--- src/rtl/shake_ctrl_if.sv ---
// ---------------------------------------------------------------------------
// shake_ctrl_if
// Bundles every handshake and status signal between the SHAKE sequencing
// controller and its surroundings (host, padder, Keccak core, consumer).
//
// master : the controller side (drives pulses, out_valid/out_idx, status)
// slave  : the environment side (drives start/sq_blocks, pad_*, perm_done,
//          out_ready)
//
// Signals
//   start, sq_blocks          host request and squeeze block count
//   pad_start, pad_next_block pulses to the padder
//   pad_done, pad_last        padder block-complete and final-block flags
//   state_clear, absorb_en    pulses to the Keccak state register
//   perm_start, perm_done     permutation launch / completion
//   out_valid, out_ready      squeeze-block handshake
//   out_idx                   index of the offered squeeze block
//   busy, done, debug_state   status
// ---------------------------------------------------------------------------
interface shake_ctrl_if #(
    parameter int MAX_SQ_BITS = 8
);
    logic                   start;
    logic [MAX_SQ_BITS-1:0] sq_blocks;
    logic                   pad_start;
    logic                   pad_next_block;
    logic                   pad_done;
    logic                   pad_last;
    logic                   state_clear;
    logic                   absorb_en;
    logic                   perm_start;
    logic                   perm_done;
    logic                   out_valid;
    logic                   out_ready;
    logic [MAX_SQ_BITS-1:0] out_idx;
    logic                   busy;
    logic                   done;
    logic [2:0]             debug_state;

    modport master (
        input  start, sq_blocks, pad_done, pad_last, perm_done, out_ready,
        output pad_start, pad_next_block, state_clear, absorb_en, perm_start,
               out_valid, out_idx, busy, done, debug_state
    );

    modport slave (
        output start, sq_blocks, pad_done, pad_last, perm_done, out_ready,
        input  pad_start, pad_next_block, state_clear, absorb_en, perm_start,
               out_valid, out_idx, busy, done, debug_state
    );
endinterface

--- src/rtl/shake_ctrl.sv ---
// ---------------------------------------------------------------------------
// shake_ctrl
// Sequencing controller for a SHAKE-style sponge: clears the Keccak state,
// absorbs padded message blocks one permutation at a time until the padder
// flags the final block, then squeezes a host-requested number of 1088-bit
// output blocks with a valid/ready handshake.
//
// Ports
//   clk    rising-edge clock
//   reset  synchronous active-high reset (priority over all inputs)
//   bus    shake_ctrl_if.master carrying all handshake/status signals
//
// All pulse outputs (pad_start, pad_next_block, state_clear, absorb_en,
// perm_start, done) come straight from flops, so each is high for exactly
// the cycle after the decision that produced it.
// ---------------------------------------------------------------------------
module shake_ctrl #(
    parameter int MAX_SQ_BITS = 8
) (
    input  logic          clk,
    input  logic          reset,
    shake_ctrl_if.master  bus
);

    typedef enum logic [2:0] {
        IDLE     = 3'd0,
        PAD_WAIT = 3'd1,
        ABSORB   = 3'd2,
        PERM     = 3'd3,
        SQ_OUT   = 3'd4,
        SQ_PERM  = 3'd5,
        FINISH   = 3'd6
    } state_t;

    localparam logic [MAX_SQ_BITS-1:0] CNT_ONE = MAX_SQ_BITS'(1);

    state_t                 r_state;
    state_t                 w_state_next;
    logic [MAX_SQ_BITS-1:0] r_count;
    logic [MAX_SQ_BITS-1:0] w_count_next;
    logic [MAX_SQ_BITS-1:0] r_out_idx;
    logic [MAX_SQ_BITS-1:0] w_out_idx_next;
    logic [MAX_SQ_BITS-1:0] w_idx_inc;
    logic                   r_last;
    logic                   w_last_next;

    logic r_pad_start,      w_pad_start_next;
    logic r_pad_next_block, w_pad_next_block_next;
    logic r_state_clear,    w_state_clear_next;
    logic r_absorb_en,      w_absorb_en_next;
    logic r_perm_start,     w_perm_start_next;
    logic r_done,           w_done_next;

    // Same width as the counter: with count <= 2^N-1 the increment reaches
    // the count before it could ever wrap.
    assign w_idx_inc = r_out_idx + CNT_ONE;

    // -----------------------------------------------------------------------
    // State and datapath registers
    // -----------------------------------------------------------------------
    always_ff @(posedge clk) begin
        if (reset) begin
            r_state          <= IDLE;
            r_count          <= '0;
            r_out_idx        <= '0;
            r_last           <= 1'b0;
            r_pad_start      <= 1'b0;
            r_pad_next_block <= 1'b0;
            r_state_clear    <= 1'b0;
            r_absorb_en      <= 1'b0;
            r_perm_start     <= 1'b0;
            r_done           <= 1'b0;
        end else begin
            r_state          <= w_state_next;
            r_count          <= w_count_next;
            r_out_idx        <= w_out_idx_next;
            r_last           <= w_last_next;
            r_pad_start      <= w_pad_start_next;
            r_pad_next_block <= w_pad_next_block_next;
            r_state_clear    <= w_state_clear_next;
            r_absorb_en      <= w_absorb_en_next;
            r_perm_start     <= w_perm_start_next;
            r_done           <= w_done_next;
        end
    end

    // -----------------------------------------------------------------------
    // Next-state and pulse-request logic. Each input is only looked at in
    // the state that expects it, which is what makes stray pad_done,
    // perm_done, start and out_ready harmless everywhere else.
    // -----------------------------------------------------------------------
    always_comb begin
        w_state_next          = r_state;
        w_count_next          = r_count;
        w_out_idx_next        = r_out_idx;
        w_last_next           = r_last;
        w_pad_start_next      = 1'b0;
        w_pad_next_block_next = 1'b0;
        w_state_clear_next    = 1'b0;
        w_absorb_en_next      = 1'b0;
        w_perm_start_next     = 1'b0;
        w_done_next           = 1'b0;

        case (r_state)
            IDLE: begin
                if (bus.start) begin
                    // A zero request still produces one block.
                    w_count_next       = (bus.sq_blocks == '0) ? CNT_ONE
                                                               : bus.sq_blocks;
                    w_out_idx_next     = '0;
                    w_last_next        = 1'b0;
                    w_state_clear_next = 1'b1;
                    w_pad_start_next   = 1'b1;
                    w_state_next       = PAD_WAIT;
                end
            end

            PAD_WAIT: begin
                if (bus.pad_done) begin
                    w_last_next      = bus.pad_last;
                    w_absorb_en_next = 1'b1;
                    w_state_next     = ABSORB;
                end
            end

            ABSORB: begin
                w_perm_start_next = 1'b1;
                w_state_next      = PERM;
            end

            PERM: begin
                if (bus.perm_done) begin
                    if (r_last) begin
                        w_state_next = SQ_OUT;
                    end else begin
                        w_pad_next_block_next = 1'b1;
                        w_state_next          = PAD_WAIT;
                    end
                end
            end

            SQ_OUT: begin
                // out_valid is implied by the state, so out_ready alone is
                // the acceptance condition here.
                if (bus.out_ready) begin
                    if (w_idx_inc == r_count) begin
                        w_done_next  = 1'b1;
                        w_state_next = FINISH;
                    end else begin
                        w_out_idx_next    = w_idx_inc;
                        w_perm_start_next = 1'b1;
                        w_state_next      = SQ_PERM;
                    end
                end
            end

            SQ_PERM: begin
                if (bus.perm_done) begin
                    w_state_next = SQ_OUT;
                end
            end

            FINISH: begin
                // done is already high this cycle from the registered pulse.
                w_state_next = IDLE;
            end

            default: begin
                // Encoding 7 is unreachable; recover quietly.
                w_state_next = IDLE;
            end
        endcase
    end

    // -----------------------------------------------------------------------
    // Outputs
    // -----------------------------------------------------------------------
    assign bus.pad_start      = r_pad_start;
    assign bus.pad_next_block = r_pad_next_block;
    assign bus.state_clear    = r_state_clear;
    assign bus.absorb_en      = r_absorb_en;
    assign bus.perm_start     = r_perm_start;
    assign bus.done           = r_done;
    assign bus.out_valid      = (r_state == SQ_OUT);
    assign bus.out_idx        = r_out_idx;
    assign bus.busy           = (r_state != IDLE);
    assign bus.debug_state    = r_state;

endmodule

--- src/flat_wrapper.sv ---
// flat-port wrapper written by rule: the top's interface ports become plain ports
module shake_ctrl_flat 
#(
    parameter int MAX_SQ_BITS = 8
)
  (clk, reset, bus_start, bus_sq_blocks, bus_pad_done, bus_pad_last, bus_perm_done, bus_out_ready, bus_pad_start, bus_pad_next_block, bus_state_clear, bus_absorb_en, bus_perm_start, bus_out_valid, bus_out_idx, bus_busy, bus_done, bus_debug_state);
  shake_ctrl_if #(.MAX_SQ_BITS(MAX_SQ_BITS)) bus_i ();
  input  logic clk;
  input  logic reset;
  input wire logic [$bits(bus_i.start)-1:0] bus_start;
  input wire logic [$bits(bus_i.sq_blocks)-1:0] bus_sq_blocks;
  input wire logic [$bits(bus_i.pad_done)-1:0] bus_pad_done;
  input wire logic [$bits(bus_i.pad_last)-1:0] bus_pad_last;
  input wire logic [$bits(bus_i.perm_done)-1:0] bus_perm_done;
  input wire logic [$bits(bus_i.out_ready)-1:0] bus_out_ready;
  output wire logic [$bits(bus_i.pad_start)-1:0] bus_pad_start;
  output wire logic [$bits(bus_i.pad_next_block)-1:0] bus_pad_next_block;
  output wire logic [$bits(bus_i.state_clear)-1:0] bus_state_clear;
  output wire logic [$bits(bus_i.absorb_en)-1:0] bus_absorb_en;
  output wire logic [$bits(bus_i.perm_start)-1:0] bus_perm_start;
  output wire logic [$bits(bus_i.out_valid)-1:0] bus_out_valid;
  output wire logic [$bits(bus_i.out_idx)-1:0] bus_out_idx;
  output wire logic [$bits(bus_i.busy)-1:0] bus_busy;
  output wire logic [$bits(bus_i.done)-1:0] bus_done;
  output wire logic [$bits(bus_i.debug_state)-1:0] bus_debug_state;
  assign bus_i.start = bus_start;
  assign bus_i.sq_blocks = bus_sq_blocks;
  assign bus_i.pad_done = bus_pad_done;
  assign bus_i.pad_last = bus_pad_last;
  assign bus_i.perm_done = bus_perm_done;
  assign bus_i.out_ready = bus_out_ready;
  assign bus_pad_start = bus_i.pad_start;
  assign bus_pad_next_block = bus_i.pad_next_block;
  assign bus_state_clear = bus_i.state_clear;
  assign bus_absorb_en = bus_i.absorb_en;
  assign bus_perm_start = bus_i.perm_start;
  assign bus_out_valid = bus_i.out_valid;
  assign bus_out_idx = bus_i.out_idx;
  assign bus_busy = bus_i.busy;
  assign bus_done = bus_i.done;
  assign bus_debug_state = bus_i.debug_state;
  shake_ctrl #(.MAX_SQ_BITS(MAX_SQ_BITS)) u_core (.clk(clk), .reset(reset), .bus(bus_i));
endmodule
--- config.mk ---
export PLATFORM = sky130hd
export DESIGN_NAME = shake_ctrl_flat
export DESIGN_NICKNAME = d
export VERILOG_FILES = /design/src/rtl/shake_ctrl_if.sv /design/src/rtl/shake_ctrl.sv /design/src/flat_wrapper.sv
export SDC_FILE = /design/constraint.sdc
export NUM_CORES = 1
export LEC_CHECK = 0
export ABC_AREA = 1
export BUFFER_PORTS_ARGS = -buffer_cell sky130_fd_sc_hd__buf_2
export CAP_MARGIN = 20
export CORE_MARGIN = 2
export CORE_UTILIZATION = 31
export DETAILED_ROUTE_END_ITERATION = 10
export PLACE_DENSITY = 0.54
export SETUP_SLACK_MARGIN = 0.4
export SLEW_MARGIN = 20
export SYNTH_ARGS = -nofsm -noshare
export SYNTH_HDL_FRONTEND = slang
export SYNTH_SLANG_ARGS = --single-unit
--- constraint.sdc ---
create_clock -name clk -period 2.85 [get_ports clk]
set_clock_uncertainty 0.05 [all_clocks]
set_input_delay 0.285 -clock clk [delete_from_list [all_inputs] [get_ports clk]]
set_output_delay 0.285 -clock clk [all_outputs]
set_load 0.02 [all_outputs]
# After elaboration in Yosys (flattened, before gate mapping)
# Index checks and enable logic that the tools add are counted.
[totals]
reg_bits = 25
inputBits = 15
out_inout_bits = 19
elab_cells = 64
[classes]
add_sub_neg = 1
eq_ne = 12
mux = 23
n_bitwise = 6
reduce_logical = 13
[ops]
columns = ["cell", "count"]
rows = [
  ["2-to-1 mux 8 bit", 4],
  ["2-to-1 mux 3 bit", 6],
  ["one-hot mux 3 bit (6 select lines)", 1],
  ["one-hot mux 8 bit (2 select lines)", 1],
  ["inequality test 2 bit, second input constant", 6],
  ["adder 8 x 1 -> 8 bit, second input constant", 1],
  ["equality test 8 bit", 1],
  ["zero test 8 bit", 1],
  ["2-to-1 mux 1 bit", 8],
  ["equality test 3 x 2 -> 1 bit, second input constant", 2],
  ["equality test 3 bit, second input constant", 2],
  ["inverter 1 bit", 6],
  ["OR reduction 3 bit", 2],
  ["AND reduction 5 bit", 1],
  ["one-hot mux 1 bit (2 select lines)", 2],
  ["AND reduction 4 bit", 1],
  ["nonzero test 2 bit", 2],
  ["OR reduction 2 bit", 2],
  ["equality test 3 x 1 -> 1 bit, second input constant", 1],
  ["zero test 3 bit", 1],
  ["AND reduction 3 bit", 1],
  ["nonzero test 3 bit", 1],
  ["2-to-1 mux 2 bit", 1],
  ["AND reduction 2 bit", 1],
]

# Longest topological paths before layout
[depth]
ltp_word = 5
depth_mapped = 14
ltp_nobuf = 14

# Worst setup path before layout
# OpenSTA, ideal clock, no wires.
[synth_path]
kind = "register -> register"
start = "register u_core.r_out_idx[1], in the netlist u_core.bus.out_idx[1]"
end = "register u_core.r_out_idx[3], in the netlist u_core.bus.out_idx[3]"
setup_ns = 0.069
arrival_time_ns = 1.747
required_ns = 2.731
path_slack_ns = 0.984
stages_incl_launch_ff = 12
path_buffers = 0
synth_period_minus_slack_ns = 1.866
cell_sequence = "dfxtp_1 -> ha_1 -> nand2_1 -> inv_1 -> nand3_1 -> nand3_2 -> inv_2 -> nor2_1 -> nand3_4 -> nand2_4 -> nand2_1 -> a21oi_2"
[synth_between]
elab_chain_len = 4
elab_cells_between_ends = 7
cone_classes = "add/sub: 1; eq/ne: 2; mux: 3; reduce/logical: 1"
[synth_lines]
columns = ["item", "line", "source"]
rows = [
  ["start: declaration", "shake_ctrl.sv:41", "logic [MAX_SQ_BITS-1:0] r_out_idx;"],
  ["start signal: assignment", "shake_ctrl.sv:76", "r_out_idx <= w_out_idx_next;"],
  ["adder 8 x 1 -> 8 bit (*)", "shake_ctrl.sv:56", "assign w_idx_inc = r_out_idx + CNT_ONE;"],
  ["equality test 8 bit or 2-to-1 mux 8 bit (tied branches)", "shake_ctrl.sv:146", "if (w_idx_inc == r_count) begin"],
  ["inequality test 2 bit (no source line) or 2-to-1 mux 8 bit (tied branches)", "n/a", ""],
  ["AND reduction 4 bit (no source line) or one-hot mux 8 bit (2 select lines) (tied branches)", "n/a", ""],
]
# Mark *: on every way between the ends. The rest lies on a longest branch, timed or not. The select of a mux whose other input is x is not followed.
# A chain may end at the register's enable or synchronous reset.

# Final worst setup path
[layout_path]
start = "register u_core.r_out_idx[0], in the netlist u_core.bus.out_idx[0]"
end = "register u_core.r_out_idx[2], in the netlist u_core.bus.out_idx[2]"
# Same word-level chain as after synthesis.

==> results.py <==
metrics = {
    "timing": {
        "timing.final.crit_share": 0.723,
        "setup_viol": 0,
        "rsz0062_at_grt": "false",
        "final.setup.tns_ns": 0,
        "hold_viol": 0,
        "worstMarginPinSlew_ns": 0.518,
        "max_freq_ghz": 0.486,
        "setup_ws_ns": 0.791,
        "slew_violations": 0,
        "post-route-min-period_ns": 2.06,
        "slew-limit-headroom": 0.652,
    },
    "floorplan": {
        "initial_core_util": 0.319,
        "die_w_um": 73.5,
        "fp.dieH_um": 73.5,
        "die_area_sq_um": 5410,
        "ioPinCount": 34,
        "coreArea_sq_um": 4690,
        "num_rows": 25,
    },
    "routing": {
        "dr.pass1.iters": 4,
        "postRouteAntennaNets": 0,
        "viasPerCell": 4.85,
        "via_count": 1512,
        "routed_wl_um": 4010,
        "remaining_drc_errors": 0,
        "drt_iter0_markers": 69,
        "wl_per_cell_um": 12.9,
    },
    "clock_network": {
        "path_clk_slew_ns": 0.10,
        "cts-root-buf": "clkbuf_8",
        "worstSkewPairLatency_ns": 0.28,
        "cts.sinks": 25,
        "cts_hold_buf": 0,
        "cts_buffers": 3,
        "post_cts_buffers": 0,
        "cts_tree": "built",
        "clk_path_buf_depth": 2,
        "post_cts_resized": 0,
        "htree_levels": 1,
    },
    "logic_synthesis": {
        "syn_nets": 242,
        "yosysWarnings": 0,
        "synth_seq_cells": 25,
        "syn_inst": 226,
        "yosysSeqAreaShare": 0.334,
        "syn_area_sq_um": 1500,
        "ys_types": 31,
        "syn_area_per_cell_sq_um": 6.63,
    },
    "place": {
        "hpwl_um": 3090,
        "gp_congestion": 0.773,
        "post_dp_cell_area_sq_um": 1710,
        "io_buffers": 33,
        "pre_cts_ws_ns": 0.839,
    },
    "setup_path": {
        "path_cells": "ha_1 -> nand2_1 -> inv_1 -> nand3_1 -> nand3_2 -> inv_2 -> nor2_1 -> nand3_4 -> nand2_4 -> nand2_1 -> a21oi_1",
        "r2r_cells": 11,
        "cp_top_family": "simple AND/OR/NAND/NOR gates",
        "cp_num_buf_inv": 2,
        "path_class": "reg2reg",
        "arrival_ns": 2.22,
        "cpMaxStageDelayCell": "dfxtp_1",
        "max_stage_delay_ns": 0.46,
        "endpoint_kind": "register",
        "cp_max_fo": 10,
        "required_ns": 3.01,
        "r2r-start": "u_core.bus.out_idx[0]",
        "setup.worst_path.start_class": "register",
        "r2r_setup_slack_ns": 0.79,
        "path_depth": 11,
        "r2r-end": "u_core.bus.out_idx[2]",
        "crit_top_cell": "nand2_1",
    },
    "final_layout": {
        "fin_nets": 275,
        "synthToLayoutAreaGrowth_pct": 16.9,
        "layout-drive-gt1-share": 0.240,
        "finalInstanceArea_sq_um": 1750,
        "antennaDiodeCount": 0,
    },
    "flow_run": {
        "maxCapViolCount": 0,
    },
    "hold_path": {
        "hold_end": "u_core.bus.absorb_en",
        "whs_path_depth": 3,
        "hp-start": "bus_pad_done",
        "hp-class": "in2reg",
    },
    "grt": {
        "grt_pass1_wl_um": 6700,
        "grt_pass1_vias": 1400,
        "grt_overflow_total": 0,
        "grtUsageTotal": 0.160,
        "grt_max_degree": 16,
        "antenna_found_initial": 0,
    },
    "power_and_ir_drop": {
        "p_per_area_nw_per_um2": 877,
        "ir_drop_v": 0.000443,
        "leakagePower_uw": 0.000781,
    },
    "status": {
        "status": "complete, no violations",
    },
}
## synth_stat cells, drive strengths merged
cell | count | area (sq um)
nand2 | 56 | 230
nand3 | 33 | 183
inv | 28 | 105
nor2 | 26 | 130
dfxtp | 25 | 500
a21oi | 23 | 130
o21ai | 11 | 55.1
nand4 | 4 | 25.0
clkbuf | 3 | 11.3
nor4 | 3 | 18.8
buf | 2 | 15.0
nor3 | 2 | 10.0
a211oi | 1 | 7.51
a22oi | 1 | 7.51
a31oi | 1 | 6.26
ha | 1 | 12.5
nor3b | 1 | 7.51
o211ai | 1 | 12.5
o21bai | 1 | 7.51
or2 | 1 | 6.26
xnor2 | 1 | 8.76
xor2 | 1 | 8.76
## routing by layer
layer | share of wire | track usage | vias up
met4 | 0.015 | 0.0545 | 0
met5 | 0 | 0 | -
met2 | 0.46 | 0.253 | 24
met1 | 0.49 | 0.224 | 673
li1 | - | - | 810
met3 | 0.028 | 0.0206 | 5
## layout by cell type, fill, tap and decap left out, types with 5 or more instances in the layout
cell type   n
a21oi_1    19
buf_2      33
dfxtp_1    25
inv_1      21
inv_2       7
nand2_1    50
nand2_2     5
nand3_1    31
nor2_1     21
o21ai_0     7
## final cells by class
cell class	instances	area, sq um
fill	514	2940
multi-input combinational	168	867
sequential	25	500
timing repair buffer	33	165
inverter	28	105
tap	54	67.6
clock buffer	3	41.3
clock inverter	1	5.00
## where the power goes
| group | internal, uW | switching (uW) |
|---|---|---|
| combinational | 263 | 543 |
| sequential | 427 | 79.6 |
| clock | 98.2 | 125 |
## stage by stage
step,std cells,power (uW),util,hold WS (ns)
2_1_floorplan,226,1110,-,0.304
3_3_place_gp,308,1320,0.363,0.384
3_5_place_dp,308,1320,0.363,0.372
4_1_cts,312,1540,0.373,0.194
5_1_grt,312,1680,0.373,0.199
6_report,312,1540,0.373,0.194
## state kept, by name, summed over array words and instances (netlist names)
| register | count |
|---|---|
| u_core.bus.pad_start | 1 |
| u_core.bus.out_idx | 8 |
| u_core.bus.pad_next_block | 1 |
| u_core.bus.debug_state | 3 |
| u_core.bus.done | 1 |
| u_core.r_count | 8 |
| u_core.r_last | 1 |
| u_core.bus.absorb_en | 1 |
| u_core.bus.perm_start | 1 |
## worst min-delay path: stages
cell and delay, ns:
buf_2 0.11, nand2_1 0.05, nor2_1 0.04
## cell families (layout without fill, tap and decap cells)
logic type | after synthesis | in the layout | synth area share
XOR/XNOR | 2 | 2 | 0.0117
buffers and inverters | 33 | 65 | 0.0876
AO/OA/AOI/OAI | 39 | 39 | 0.151
AND/OR/NAND/NOR | 126 | 126 | 0.407
flip-flops | 25 | 25 | 0.334
adder cells (fa/ha/maj) | 1 | 1 | 0.00835
## worst max path at each step
stage	startpoint	to	slack (ns)
finish	u_core.bus.out_idx[0]	u_core.bus.out_idx[2]	0.79
global route	u_core.bus.out_idx[0]	u_core.bus.out_idx[2]	0.64
CTS	u_core.bus.out_idx[0]	u_core.bus.out_idx[2]	0.81
detailed placement	u_core.bus.out_idx[0]	u_core.bus.out_idx[2]	0.84
global placement	u_core.bus.out_idx[0]	u_core.bus.out_idx[2]	0.86
floorplan	u_core.bus.out_idx[1]	u_core.bus.out_idx[3]	0.98
(Power assumes the default switching activity.)
